File: src/rtl/pio_poll_pkg.sv
// Shared definitions for the PIO edge poller: PIO register map, poll FSM
// states and the event record carried through the event FIFO.
// PIO_POLL_TIMESTAMP_EN adds a 16-bit poll timestamp to each record.
package pio_poll_pkg;

    localparam logic [1:0]  PIO_ADDR_DATA = 2'd0;
    localparam logic [1:0]  PIO_ADDR_EDGE = 2'd3;
    localparam logic [31:0] PIO_CLEAR_ALL = 32'hFFFF_FFFF;

    typedef enum logic [2:0] {
        IDLE,
        RD_EDGE,
        WAIT_EDGE,
        RD_DATA,
        WAIT_DATA,
        CLR,
        PUSH
    } poll_state_t;

    typedef struct packed {
`ifdef PIO_POLL_TIMESTAMP_EN
        logic [15:0] timestamp;
`endif
        logic [7:0]  mask;
        logic [7:0]  data;
    } evt_rec_t;

endpackage

File: src/rtl/pio_evt_fifo.sv
// Synchronous first-word-fall-through FIFO for event records.
// A push while full is accepted when a pop happens in the same cycle.
module pio_evt_fifo #(
    parameter int WIDTH = 16,
    parameter int DEPTH = 4
) (
    input  logic             clk,
    input  logic             reset_n,
    input  logic             push,
    input  logic [WIDTH-1:0] push_data,
    output logic             full,
    input  logic             pop,
    output logic [WIDTH-1:0] pop_data,
    output logic             empty
);

    localparam int AW = (DEPTH > 1) ? $clog2(DEPTH) : 1;
    localparam logic [AW:0] CNT_FULL = (AW + 1)'(DEPTH);

    logic [WIDTH-1:0] mem [DEPTH];
    logic [AW-1:0]    wr_ptr;
    logic [AW-1:0]    rd_ptr;
    logic [AW:0]      count;
    logic             do_push;
    logic             do_pop;

    assign empty    = (count == '0);
    assign full     = (count == CNT_FULL);
    assign do_pop   = pop && !empty;
    assign do_push  = push && (!full || do_pop);
    assign pop_data = mem[rd_ptr];

    // Storage write port
    always_ff @(posedge clk or negedge reset_n) begin
        if (!reset_n) begin
            for (int i = 0; i < DEPTH; i++) mem[i] <= '0;
        end else if (do_push) begin
            mem[wr_ptr] <= push_data;
        end
    end

    // Pointer and occupancy tracking; pointers wrap because DEPTH is a power of two
    always_ff @(posedge clk or negedge reset_n) begin
        if (!reset_n) begin
            wr_ptr <= '0;
            rd_ptr <= '0;
            count  <= '0;
        end else begin
            if (do_push) wr_ptr <= wr_ptr + AW'(1);
            if (do_pop)  rd_ptr <= rd_ptr + AW'(1);
            case ({do_push, do_pop})
                2'b10:   count <= count + (AW + 1)'(1);
                2'b01:   count <= count - (AW + 1)'(1);
                default: count <= count;
            endcase
        end
    end

endmodule

File: src/rtl/pio_edge_poller.sv
// Avalon-MM master that polls an 8-bit edge-capturing PIO and queues
// {edge mask, input level} records for a valid/ready consumer.
// Define PIO_POLL_TIMESTAMP_EN to stamp each record with a 16-bit cycle count.
//
// state     | meaning
// IDLE      | counting the poll interval while enabled
// RD_EDGE   | read strobe to the edge-capture register
// WAIT_EDGE | sample edge mask; zero mask ends the poll
// RD_DATA   | read strobe to the data register
// WAIT_DATA | sample input level
// CLR       | write all ones to edge capture
// PUSH      | queue record, or count a drop when the FIFO is full
module pio_edge_poller
    import pio_poll_pkg::*;
#(
    parameter int unsigned POLL_INTERVAL = 1000,
    parameter int unsigned FIFO_DEPTH    = 4
) (
    input  logic        clk,
    input  logic        reset_n,
    input  logic        enable,
    output logic [1:0]  avm_address,
    output logic        avm_chipselect,
    output logic        avm_write_n,
    output logic [31:0] avm_writedata,
    input  logic [31:0] avm_readdata,
    output logic        evt_valid,
    input  logic        evt_ready,
    output logic [7:0]  evt_mask,
    output logic [7:0]  evt_data,
`ifdef PIO_POLL_TIMESTAMP_EN
    output logic [15:0] evt_timestamp,
`endif
    output logic [7:0]  overflow_count,
    output logic        busy
);

    localparam logic [15:0] INTERVAL_LAST = 16'(POLL_INTERVAL - 1);

    poll_state_t state;
    poll_state_t state_nxt;
    logic [15:0] interval_cnt;
    logic [15:0] interval_nxt;
    logic [1:0]  addr_nxt;
    logic        cs_nxt;
    logic        write_n_nxt;
    logic [31:0] wdata_nxt;
    logic [7:0]  mask_q;
    logic [7:0]  data_q;
    evt_rec_t    push_rec;
    evt_rec_t    head_rec;
    logic        fifo_push;
    logic        fifo_pop;
    logic        fifo_full;
    logic        fifo_empty;
    logic        drop;
    logic        unused_rd_hi;

    assign unused_rd_hi = ^avm_readdata[31:8];

    // Next state, interval count, and bus strobes for the state being entered
    always_comb begin
        state_nxt    = state;
        interval_nxt = interval_cnt;
        case (state)
            IDLE: begin
                if (!enable) begin
                    interval_nxt = '0;
                end else if (interval_cnt == INTERVAL_LAST) begin
                    interval_nxt = '0;
                    state_nxt    = RD_EDGE;
                end else begin
                    interval_nxt = interval_cnt + 16'd1;
                end
            end
            RD_EDGE:   state_nxt = WAIT_EDGE;
            WAIT_EDGE: state_nxt = (avm_readdata[7:0] == 8'h00) ? IDLE : RD_DATA;
            RD_DATA:   state_nxt = WAIT_DATA;
            WAIT_DATA: state_nxt = CLR;
            CLR:       state_nxt = PUSH;
            PUSH:      state_nxt = IDLE;
            default:   state_nxt = IDLE;
        endcase

        addr_nxt    = PIO_ADDR_DATA;
        cs_nxt      = 1'b0;
        write_n_nxt = 1'b1;
        wdata_nxt   = '0;
        case (state_nxt)
            RD_EDGE: begin
                addr_nxt = PIO_ADDR_EDGE;
                cs_nxt   = 1'b1;
            end
            RD_DATA: begin
                cs_nxt = 1'b1;
            end
            CLR: begin
                addr_nxt    = PIO_ADDR_EDGE;
                cs_nxt      = 1'b1;
                write_n_nxt = 1'b0;
                wdata_nxt   = PIO_CLEAR_ALL;
            end
            default: ;
        endcase
    end

    // State register with registered bus and busy outputs
    always_ff @(posedge clk or negedge reset_n) begin
        if (!reset_n) begin
            state          <= IDLE;
            interval_cnt   <= '0;
            avm_address    <= PIO_ADDR_DATA;
            avm_chipselect <= 1'b0;
            avm_write_n    <= 1'b1;
            avm_writedata  <= '0;
            busy           <= 1'b0;
        end else begin
            state          <= state_nxt;
            interval_cnt   <= interval_nxt;
            avm_address    <= addr_nxt;
            avm_chipselect <= cs_nxt;
            avm_write_n    <= write_n_nxt;
            avm_writedata  <= wdata_nxt;
            busy           <= (state_nxt != IDLE);
        end
    end

    // Capture read data one cycle after each read strobe
    always_ff @(posedge clk or negedge reset_n) begin
        if (!reset_n) begin
            mask_q <= '0;
            data_q <= '0;
        end else begin
            if (state == WAIT_EDGE) mask_q <= avm_readdata[7:0];
            if (state == WAIT_DATA) data_q <= avm_readdata[7:0];
        end
    end

`ifdef PIO_POLL_TIMESTAMP_EN
    logic [15:0] ts_cnt;
    logic [15:0] ts_q;

    // Free-running cycle counter, sampled when the poll starts
    always_ff @(posedge clk or negedge reset_n) begin
        if (!reset_n) begin
            ts_cnt <= '0;
            ts_q   <= '0;
        end else begin
            ts_cnt <= ts_cnt + 16'd1;
            if (state == RD_EDGE) ts_q <= ts_cnt;
        end
    end

    assign evt_timestamp = head_rec.timestamp;
`endif

    // Assemble the record to queue
    always_comb begin
        push_rec      = '0;
        push_rec.mask = mask_q;
        push_rec.data = data_q;
`ifdef PIO_POLL_TIMESTAMP_EN
        push_rec.timestamp = ts_q;
`endif
    end

    assign fifo_push = (state == PUSH);
    assign fifo_pop  = evt_valid && evt_ready;
    assign drop      = fifo_push && fifo_full && !fifo_pop;

    pio_evt_fifo #(
        .WIDTH ($bits(evt_rec_t)),
        .DEPTH (FIFO_DEPTH)
    ) u_fifo (
        .clk       (clk),
        .reset_n   (reset_n),
        .push      (fifo_push),
        .push_data (push_rec),
        .full      (fifo_full),
        .pop       (fifo_pop),
        .pop_data  (head_rec),
        .empty     (fifo_empty)
    );

    assign evt_valid = !fifo_empty;
    assign evt_mask  = head_rec.mask;
    assign evt_data  = head_rec.data;

    // Saturating count of records dropped on a full FIFO
    always_ff @(posedge clk or negedge reset_n) begin
        if (!reset_n) begin
            overflow_count <= '0;
        end else if (drop && (overflow_count != 8'hFF)) begin
            overflow_count <= overflow_count + 8'd1;
        end
    end

endmodule

File: config.mk
export PLATFORM = sky130hd
export DESIGN_NAME = pio_edge_poller
export DESIGN_NICKNAME = d
export VERILOG_FILES = /design/src/rtl/pio_poll_pkg.sv /design/src/rtl/pio_evt_fifo.sv /design/src/rtl/pio_edge_poller.sv
export SDC_FILE = /design/constraint.sdc
export NUM_CORES = 1
export LEC_CHECK = 0
export CORE_ASPECT_RATIO = 0.9
export CORE_MARGIN = 2
export CORE_UTILIZATION = 40
export CTS_CLUSTER_DIAMETER = 50
export CTS_CLUSTER_SIZE = 25
export DETAILED_ROUTE_END_ITERATION = 8
export DONT_BUFFER_PORTS = 1
export GPL_TIMING_DRIVEN = 0
export MAX_ROUTING_LAYER = met4
export PLACE_DENSITY_LB_ADDON = 0.1
export SYNTH_ARGS = -nofsm -noshare
export SYNTH_HDL_FRONTEND = slang
export SYNTH_SLANG_ARGS = --single-unit
File: constraint.sdc
create_clock -name clk -period 2.4 [get_ports clk]
set_clock_uncertainty 0.1 [all_clocks]
set_input_delay 0.48 -clock clk [delete_from_list [all_inputs] [get_ports clk]]
set_output_delay 0.48 -clock clk [all_outputs]
set_load 0.01 [all_outputs]
==> run metrics <==
via count of the routed design 3246; Clk pin slew, worst setup/hold paths 0.05 ns; CP startpoint kind flop; Area Overhead vs Synth 16.3%; first-pass iteration count of the detailed router 4; Residual DRC 0; Post-Synthesis Mean Instance Area 13.3 um^2; DRC marker count from the first detailed-route iteration 158; crit path capture type flop; grt total ovfl 0; register bit total from synthesis 119; worst-skew pair later-pin latency 0.42 ns; Fin. Hold Viols 118; height of the die 116 um; arrival time reported for the critical path endpoint 2.52 ns; average via count per standard cell 5.24; Synth cell types 39; share of the yosys chip area belonging to registers 0.539; post-detailed-route count of antenna-violating nets 0; Std-Cell Core Area 13400 um^2; end of the worst register-to-register path u_fifo.count[2]$_DFFE_PN0P_; post-layout worst setup margin 0.113 ns; Core Util, Final 0.479; final-layout fill cell count 1215; multi-input logic area 2210 um^2; depth of the critical timing path with buffers and inverters included 10; Critical Path Max Stage Delay 0.45 ns; number of global-route vias before repair 3304; category of the critical setup timing path reg -> reg; Final Max Tran Viols 0; Yosys warning count 0; Root Buffer Master sky130_fd_sc_hd__clkbuf_16; startpoint of the most critical register-to-register path u_fifo.count[0]$_DFFE_PN0P_; endpoints failing setup 0; number of buffers inserted during clock tree synthesis 17; reg-to-reg slack, setup 0.11 ns; R2R cell count 10; Sum Neg Setup Slack 0 ns; post-synth net total 461; WL final 11100 um; GPL Wtd Cong 0.805; slowest library cell on the worst path sky130_fd_sc_hd__dfrtp_1; number of antenna violations at the first check in global routing 0; maximum fanout along the worst path 4; worst slew pin tran 0.887 ns; worst supply voltage drop on vdd 528 uV; global-route total usage across every layer 0.168; most frequent standard cell in the layout excluding fill and tap cells sky130_fd_sc_hd__dfrtp_1; worst path bufs/invs 3; end point of the critical path u_fifo.count[2]$_DFFE_PN0P_; ant diodes 0; fraction of final layout cells with drive strength greater than 1 0.392; CTS tree built; Synth Instances 417; Die X 128 um; FF+latch area 2980 um^2; ordered list of cells on the worst path nor4b_4, nor4b_4, buf_4, inv_1, ha_1, inv_1, fa_1, xor2_1, nor2_1, xor2_1; Core Rows 40; maximum number of pins on one net before global-route repair 120; maximum level of the CTS H-tree 4; post-layout net count 482; ports placed on the boundary 98; data required time at the worst endpoint 2.64 ns; clk sinks 119; number of buffers added on ports 0; violations in the final reports negative hold slack; Worst Hold Margin -0.344 ns; highest-count cells in the layout ignoring fill and taps sky130_fd_sc_hd__dfrtp_1 (117), sky130_fd_sc_hd__mux2_2 (77), sky130_fd_sc_hd__buf_4 (35); Critical Path Source u_fifo.count[0]$_DFFE_PN0P_; f_max 0.437 GHz; family of cells with the greatest summed delay on the critical path simple AND/OR/NAND/NOR gates; maximum clock path buffer count 2; initial core utilization 0.412; HPWL reported at the end of detailed placement 7160 um; result of the run finished, violations left; routed length per instance 17.9 um; post-route fraction of the period consumed by the critical path 0.953; final period demand of the worst path 2.29 ns; setup slack at placement -0.0659 ns; full die area 14800 um^2; relative max-transition margin 0.409; post-synth design cell area 5530 um^2; reported max-cap violation count 0; Power Density 858 nW/um^2; Static Leakage 3.06 nW; Hold WC Path Type in -> async; wire length of the first global-routing pass 18000 um
==> flip-flops by register name, indices dropped and copies added (netlist names) <==
signal / count
avm_address: 1
u_fifo.rd_ptr: 2
avm_chipselect: 1
u_fifo.wr_ptr: 2
state: 3
u_fifo.count: 3
interval_cnt: 16
avm_writedata: 1
data_q: 8
u_fifo.mem: 64
overflow_count: 8
busy: 1
mask_q: 8
avm_write_n: 1
==> per-layer routing <==
layer / share of wire / wire, um / GRT usage / up-vias
li1: - / - / - / 1503
met1: 0.47 / 5260 / 0.218 / 1652
met4: 0.017 / 191 / 0.0681 / 0
met2: 0.46 / 5050 / 0.247 / 77
met5: 0 / 0 / - / -
met3: 0.054 / 597 / 0.0536 / 14
==> synthesized netlist by cell type <==
library cell	count	area (um^2)
sky130_fd_sc_hd__a21oi_1	4	20.0
sky130_fd_sc_hd__a31oi_1	1	6.26
sky130_fd_sc_hd__and2_1	2	12.5
sky130_fd_sc_hd__and3_1	5	31.3
sky130_fd_sc_hd__buf_2	6	30.0
sky130_fd_sc_hd__buf_4	32	240
sky130_fd_sc_hd__clkbuf_1	7	26.3
sky130_fd_sc_hd__dfrtp_1	118	2950
sky130_fd_sc_hd__dfstp_2	1	26.3
sky130_fd_sc_hd__fa_1	1	20.0
sky130_fd_sc_hd__ha_1	7	87.6
sky130_fd_sc_hd__inv_1	14	52.6
sky130_fd_sc_hd__mux2_1	4	45.0
sky130_fd_sc_hd__mux2_2	77	867
sky130_fd_sc_hd__mux2i_1	2	20.0
sky130_fd_sc_hd__mux4_2	16	360
sky130_fd_sc_hd__nand2_1	17	63.8
sky130_fd_sc_hd__nand2_2	4	25.0
sky130_fd_sc_hd__nand2b_1	1	6.26
sky130_fd_sc_hd__nand3_1	16	80.1
sky130_fd_sc_hd__nand4_1	9	56.3
sky130_fd_sc_hd__nor2_1	18	67.6
sky130_fd_sc_hd__nor2_4	1	11.3
sky130_fd_sc_hd__nor3_1	5	25.0
sky130_fd_sc_hd__nor4_1	4	25.0
sky130_fd_sc_hd__nor4_2	1	12.5
sky130_fd_sc_hd__nor4b_2	1	15.0
sky130_fd_sc_hd__nor4b_4	1	23.8
sky130_fd_sc_hd__o21a_1	1	7.51
sky130_fd_sc_hd__o21ai_0	7	35.0
sky130_fd_sc_hd__o21ai_1	1	5.00
sky130_fd_sc_hd__o221ai_1	1	8.76
sky130_fd_sc_hd__o22ai_1	1	6.26
sky130_fd_sc_hd__o31ai_1	1	7.51
sky130_fd_sc_hd__o41ai_1	2	17.5
sky130_fd_sc_hd__or3_1	5	31.3
sky130_fd_sc_hd__or4_1	3	22.5
sky130_fd_sc_hd__xnor2_1	12	105
sky130_fd_sc_hd__xor2_1	8	70.1
==> kinds of logic after synthesis <==
logic type | count (synthesis) | share of synthesized area
AOI/OAI and AO/OA | 19 | 0.0206
xor gates and xnor gates | 20 | 0.0317
adders and majority gates | 8 | 0.0195
buffers and inverters | 59 | 0.0632
DFF | 119 | 0.539
muxes | 99 | 0.234
and+or+nand+nor | 93 | 0.0921
==> per-stage QoR <==
stage	instance area (um^2)	instances	total power [mW]
after floorplan	5530	417	2.61
after global placement	5740	585	2.75
after detailed placement	5740	585	2.76
after CTS	6390	616	5.58
after global routing	6430	619	5.76
final	6430	619	5.52
==> final cells by class <==
| cell class | count | area share |
|---|---|---|
| multi-input cells | 239 | 0.343 |
| plain buffers | 44 | 0.0486 |
| repair buffers | 3 | 0.00350 |
| well taps | 168 | 0.0327 |
| clock buffers | 18 | 0.0683 |
| inverters | 14 | 0.00817 |
| flip-flops and latches | 119 | 0.464 |
| clock inverters | 14 | 0.0319 |
==> report_power, final <==
group          switching, mW  internal (mW)
clock                  0.913           1.86
sequential            0.0988           2.08
combinational          0.281          0.286
total                   1.29           4.23
==> worst min-delay path by stage <==
| stage | from | endpoint | slack [ns] |
|---|---|---|---|
| 5_1_grt | reset_n | u_fifo.mem[33]$_DFFE_PN0P_ | -0.36 |
| 4_1_cts | reset_n | u_fifo.mem[33]$_DFFE_PN0P_ | -0.37 |
| 6_report | reset_n | u_fifo.mem[33]$_DFFE_PN0P_ | -0.34 |
| 3_5_place_dp | reset_n | u_fifo.mem[33]$_DFFE_PN0P_ | 0.09 |
| 3_3_place_gp | reset_n | u_fifo.mem[33]$_DFFE_PN0P_ | 0.09 |
| 2_1_floorplan | reset_n | avm_address[0]$_DFF_PN0_ | 0.08 |
==> timing repair <==
action | in CTS | in global routing
buffers inserted | 0 | 3
endpoints found under the hold margin | 119 | 119
gates cloned | 0 | 0
pin swaps | 0 | 1
resized for setup | 7 | 2
setup endpoints to repair | 9 | 23
No activity file was read; power rests on OpenSTA's default activity.
